## config.mk

```make
export PLATFORM = sky130hd
export DESIGN_NAME = relay_register_bank
export DESIGN_NICKNAME = d
export VERILOG_FILES = /design/src/rtl/relay_register_bank.sv
export SDC_FILE = /design/constraint.sdc
export NUM_CORES = 1
export LEC_CHECK = 0
export BUFFER_PORTS_ARGS = -buffer_cell sky130_fd_sc_hd__buf_2
export CORE_MARGIN = 4
export CORE_UTILIZATION = 40
export DETAILED_ROUTE_END_ITERATION = 16
export GPL_TIMING_DRIVEN = 0
export HOLD_SLACK_MARGIN = 0.05
export PLACE_DENSITY = 0.67
export SYNTH_ARGS = -nofsm -noshare
export SYNTH_HDL_FRONTEND = slang
export SYNTH_SLANG_ARGS = --single-unit
```

## constraint.sdc

```tcl
create_clock -name clk -period 2.4 [get_ports clk]
set_input_delay 0.48 -clock clk [delete_from_list [all_inputs] [get_ports clk]]
set_output_delay 0.48 -clock clk [all_outputs]
set_load 0.02 [all_outputs]
```

## src/rtl/relay_register_bank.sv

```systemverilog
// Relay register bank: loads settle for a fixed pickup delay before commit.
// Selected registers drive a wired-OR output bus.
module relay_register_bank #(
    parameter int WIDTH   = 8,
    parameter int NUM_REG = 4,
    parameter int SETTLE  = 2
) (
    input  logic                     clk,
    input  logic                     reset,
    input  logic [WIDTH-1:0]         data_in,
    input  logic [NUM_REG-1:0]       load,
    input  logic [NUM_REG-1:0]       sel,
    output logic [WIDTH-1:0]         bus_out,
    output logic [NUM_REG*WIDTH-1:0] reg_q,
    output logic                     busy,
    output logic                     multi_sel,
    output logic                     load_err
);

    typedef enum logic {
        S_IDLE,
        S_SETTLE
    } state_t;

    localparam logic [3:0] CNT_INIT = 4'(SETTLE - 1);

    state_t             r_state;
    state_t             w_state_nxt;
    logic [3:0]         r_cnt;
    logic [NUM_REG-1:0] r_mask;
    logic [WIDTH-1:0]   r_data;
    logic [WIDTH-1:0]   r_regs [NUM_REG];
    logic               r_busy;
    logic               r_load_err;
    logic               w_accept;
    logic               w_commit;
    logic               w_reject;
    logic [WIDTH-1:0]   w_bus;

    always_comb begin
        w_state_nxt = r_state;
        w_accept    = 1'b0;
        w_commit    = 1'b0;
        w_reject    = 1'b0;
        unique case (r_state)
            S_IDLE: begin
                if (|load) begin
                    w_accept    = 1'b1;
                    w_state_nxt = S_SETTLE;
                end
            end
            S_SETTLE: begin
                // Loads arriving mid-settle, commit cycle included, are dropped
                w_reject = |load;
                if (r_cnt == 4'd0) begin
                    w_commit    = 1'b1;
                    w_state_nxt = S_IDLE;
                end
            end
            default: w_state_nxt = S_IDLE;
        endcase
    end

    always_ff @(posedge clk) begin
        if (reset) begin
            r_state    <= S_IDLE;
            r_cnt      <= 4'd0;
            r_mask     <= '0;
            r_data     <= '0;
            r_busy     <= 1'b0;
            r_load_err <= 1'b0;
            for (int i = 0; i < NUM_REG; i++) begin
                r_regs[i] <= '0;
            end
        end else begin
            r_state    <= w_state_nxt;
            r_busy     <= (w_state_nxt == S_SETTLE);
            r_load_err <= w_reject;
            if (w_accept) begin
                r_mask <= load;
                r_data <= data_in;
                r_cnt  <= CNT_INIT;
            end else if (r_state == S_SETTLE && r_cnt != 4'd0) begin
                r_cnt <= r_cnt - 4'd1;
            end
            if (w_commit) begin
                for (int i = 0; i < NUM_REG; i++) begin
                    if (r_mask[i]) begin
                        r_regs[i] <= r_data;
                    end
                end
            end
        end
    end

    always_comb begin
        w_bus = '0;
        reg_q = '0;
        for (int i = 0; i < NUM_REG; i++) begin
            reg_q[i*WIDTH +: WIDTH] = r_regs[i];
            if (sel[i]) begin
                w_bus = w_bus | r_regs[i];
            end
        end
    end

    assign bus_out   = w_bus;
    // Clearing the lowest set bit leaves something only if two or more were set
    assign multi_sel = |(sel & (sel - NUM_REG'(1)));
    assign busy      = r_busy;
    assign load_err  = r_load_err;

endmodule

```

== After elaboration in Yosys (flattened, before gate mapping) ==
Memories as Yosys holds them, arrays and structs flattened.
Cells that the tools add are included.

* Register bits: 18
* Word-level logic and storage cells: 60
* RAM bits: 32
* Output and inout bits: 43
* Memories kept: 1
* Bits of input ports: 18

* Mux-type cells: 34
* Reduce and logical (&&, ||, !) cells: 8
* Bitwise logic cells: 9
* Add/subtract/negate cells: 2

{| class="wikitable"
|+ Memory list
! memory !! words !! width !! rd ports !! clocked after Yosys merged registers in !! write ports !! line !! source
|-
| r_regs || 4 || 8 || 4 || 0 || 4 || 32 || <nowiki>logic [WIDTH-1:0] r_regs [NUM_REG];</nowiki>
|}

{| class="wikitable"
|+ Operators with widths
! operator !! number
|-
| two-way mux 8 bit || 8
|-
| two-way mux 1 bit || 25
|-
| bitwise OR 8 bit || 3
|-
| OR reduction 4 bit || 2
|-
| subtractor 4 x 1 -> 4 bit (second input constant) || 2
|-
| AND 4 bit || 1
|-
| zero test 4 bit || 1
|-
| bitwise OR 1 bit || 4
|-
| nonzero test 4 bit || 1
|-
| OR reduction 2 bit || 2
|-
| one-hot mux 1 bit (2 select lines) || 1
|-
| nonzero test 2 bit || 1
|-
| logical AND 1 bit || 1
|-
| inverter 1 bit || 1
|}

== Depth between registers and ports, before layout ==
An unclocked memory read counts as a cell.

* Word-level depth: 8
* Mapped depth: 5
* Depth with buffers taken out: 5

== Least setup slack after synthesis ==
OpenSTA, ideal clock, no wires.

* Kind: input to register
* Start: input reset
* End: memory r_regs[0][0], enable pin
* Slack: 0.573 ns
* Arrival: 1.501 ns
* Data required time: 2.074 ns
* Library setup time: 0.326 ns
* Path buffers: 3
* Cell stages on the path: 4
* Path through: clkbuf_1 > clkbuf_1 > buf_1 > a21o_1

{| class="wikitable"
|+ RTL lines
! element !! line !! source
|-
| from (decl) || 9 || <nowiki>input logic reset,</nowiki>
|-
| to (decl) || 32 ||
|}

==> flow_summary_export.csv <==
group,metric,value,unit
detailed_routing,drt_iter0_markers,103,
grt,grt_max_degree,17,
grt,grt_pass1_wl,7.824,mm
sta,tightest_slew,0.7744,ns
floorplan,die_h,83.10,um
grt,gr-usage-all-layers,13.97,%
synthesis,synth_area_leaders,"edfxtp_1, dfxtp_1, and2_1",
clocking,ctsResizeCount,0,
placed_design,dp_hpwl,3.558,mm
clocking,insertion_delay,0.30,ns
worst_setup_path,crit_type,"flip-flop to flip-flop",
sta,period_share,87.98,%
synthesis,netlist_instances,191,
synthesis,synth_common_cells,"and2_1, edfxtp_1, nand2b_1, dfxtp_1, a22oi_1",
sta,timing.fmax,0.4736,GHz
placed_design,portBuffers,55,
cells_and_area,layout-area-overhead-vs-synth,21.02,%
clocking,clock_path_buffers,2,
synthesis,synth_ff_type,"edfxtp_1",
synthesis,syn_nets,211,
clocking,clockRootBuffer,"clkbuf_8",
clocking,clk_pin_slew,0.09,ns
floorplan,fp.dieW,83.10,um
detailed_routing,wl,4.487,mm
detailed_routing,dr.pass1.iters,4,
synthesis,synth-seq-area-share,58.57,%
synthesis,synth_top_area_share,42.60,%
clocking,cts_hold_buffers,0,
floorplan,initial_core_util,41.22,%
cells_and_area,final_nets,273,
synthesis,syn-mean-instance-area,11.81,um2
flow_run,cap_violations,0,
clocking,numCtsBuffers,5,
sta,clock_skew,0.007028,ns
clocking,cts_sinks,50,
clocking,tritoncts,"done",
synthesis,synth_cell_types,30,
detailed_routing,avgViaCountPerCell,4.908,
worst_setup_path,crit_arrival,2.08,ns
detailed_routing,num_vias,1600,
synthesis,synthArstFlopShare,0,%
worst_setup_path,crit_required,2.37,ns
synthesis,synth_warnings,0,
synthesis,yosys.area.top_type,"edfxtp_1",
clocking,postCtsSetupRepairBufs,0,
pwr,ir_drop,0.0002694,V
sta,slew_headroom,48.26,%
detailed_routing,routedWlPerCell,13.76,um
pwr,p_leak,1.141,nW
grt,antenna_found_initial,0,
synthesis,synthesis.area,0.002256,mm2
placed_design,place.gp.congestion,0.8097,
floorplan,coreArea,0.005473,mm2
detailed_routing,drc_errors,0,
synthesis,synth_edf_count,32,
cells_and_area,postLayoutCoreUtil,49.89,%
grt,grt_pass1_vias,1609,
detailed_routing,ant_nets,0,
floorplan,placementRows,27,
status,outcome,"finished, final reports clean",
worst_setup_path,startpoint_type,"flip-flop",
synthesis,ys_seq_elements,50,
sta,tns,0,ns
clocking,ctsHtreeMaxLevel,2,
worst_setup_path,cp_max_fo,8,
pwr,power.density,768.0,mW/mm2
floorplan,dieArea,0.006906,mm2
sta,hold_viol_final,0,
cells_and_area,drive_above_1_share,25.98,%
sta,drv_slew,0,
sta,setup-violations-final,0,
sta,rsz0062_at_grt,"no",
sta,fin_crit,2.112,ns
hold_path,hold_class,"input port to flip-flop",
worst_setup_path,cp-end-kind,"flip-flop",
cells_and_area,diodes,0,
grt,grt.overflow.total,0,
floorplan,ios,61,
==> worst paths after layout <==
kind	slack, ns	depth (start not counted)	end	startpoint
max	0.29	5	r_regs[2][6]	r_cnt[0]
min	0.43	3	r_data[3]	data_in[3]
max reg2reg	0.29	5	r_regs[2][6]	r_cnt[0]
min reg2reg	0.49	2	r_mask[0]	r_mask[0]
==> state kept, by name, summed over array words and instances (netlist names) <==
signal	count
r_mask	4
r_regs	32
load_err	1
busy	1
r_cnt	4
r_data	8
==> final cells by class <==
cell class	instances	area, um2
multi-input combinational	129	889.6
buffer	10	37.54
clock inverter	2	15.01
fill	520	2743
sequential	50	1321
timing repair buffer	55	275.3
clock buffer	6	93.84
tap	72	90.09
inverter	2	7.507
==> routing by layer <==
| metal | part of all wire [%] | track usage, % | vias to the layer above |
|---|---|---|---|
| met5 | 0 | 0 | - |
| met4 | 1.6 | 6.241 | 0 |
| met3 | 6.7 | 3.869 | 6 |
| met2 | 45 | 22.16 | 51 |
| met1 | 46 | 17.75 | 733 |
| li1 | - | - | 810 |
==> power breakdown <==
part	switching (mW)	internal [mW]	leakage, nW
Clock	0.269	0.268	0.0486
Sequential	0.0681	1.01	0.481
Combinational	0.295	0.183	0.611
Total	0.633	1.46	1.14
==> worst max-delay path, cell delays in order, from the launching register on <==
cell and delay [ns]:
dfxtp_1 0.33, inv_1 0.10, ha_1 0.19, nand2b_1 0.12, nor3b_1 0.63, a21o_1 0.42
==> cells by family after synthesis <==
logic type,count (synthesis),share of synthesized area [%]
AOI/OAI and AO/OA,34,10.76
muxes,8,3.550
DFF,50,58.57
and+or+nand+nor,84,23.57
adders and majority gates,3,1.553
buffers and inverters,12,1.997
==> cell usage in the layout, fill, tap and decap left out, types with 2 or more instances in the layout <==
master | synthesis | routed
nor2_1 | 4 | 4
nand2b_1 | 22 | 22
buf_2 | 0 | 55
nand2_1 | 8 | 8
a22oi_1 | 16 | 16
clkbuf_1 | 9 | 9
clkbuf_8 | 0 | 5
clkinvlp_4 | 0 | 2
and2_1 | 32 | 32
dfxtp_1 | 18 | 18
o21ai_0 | 5 | 5
a21oi_1 | 4 | 4
a31oi_1 | 2 | 2
nand3b_1 | 3 | 3
mux2i_1 | 8 | 8
nor3b_1 | 7 | 7
edfxtp_1 | 32 | 32
a21o_1 | 4 | 4
inv_1 | 2 | 2
ha_1 | 2 | 2
==> through the flow <==
stage / instance area, um2 / setup slack, ns / power, mW / std cells / hold WS [ns]
2_1_floorplan: 2256 / 0.5734 / 1.430 / 191 / 0.4626
3_5_place_dp: 2621 / 0.1010 / 1.583 / 318 / 0.4807
3_3_place_gp: 2621 / 0.1157 / 1.577 / 318 / 0.4787
6_report: 2730 / 0.2885 / 2.097 / 326 / 0.4320
5_1_grt: 2730 / 0.09967 / 2.210 / 326 / 0.4428
4_1_cts: 2730 / 0.2740 / 2.118 / 326 / 0.4261
No activity file was read; power rests on OpenSTA's default activity.
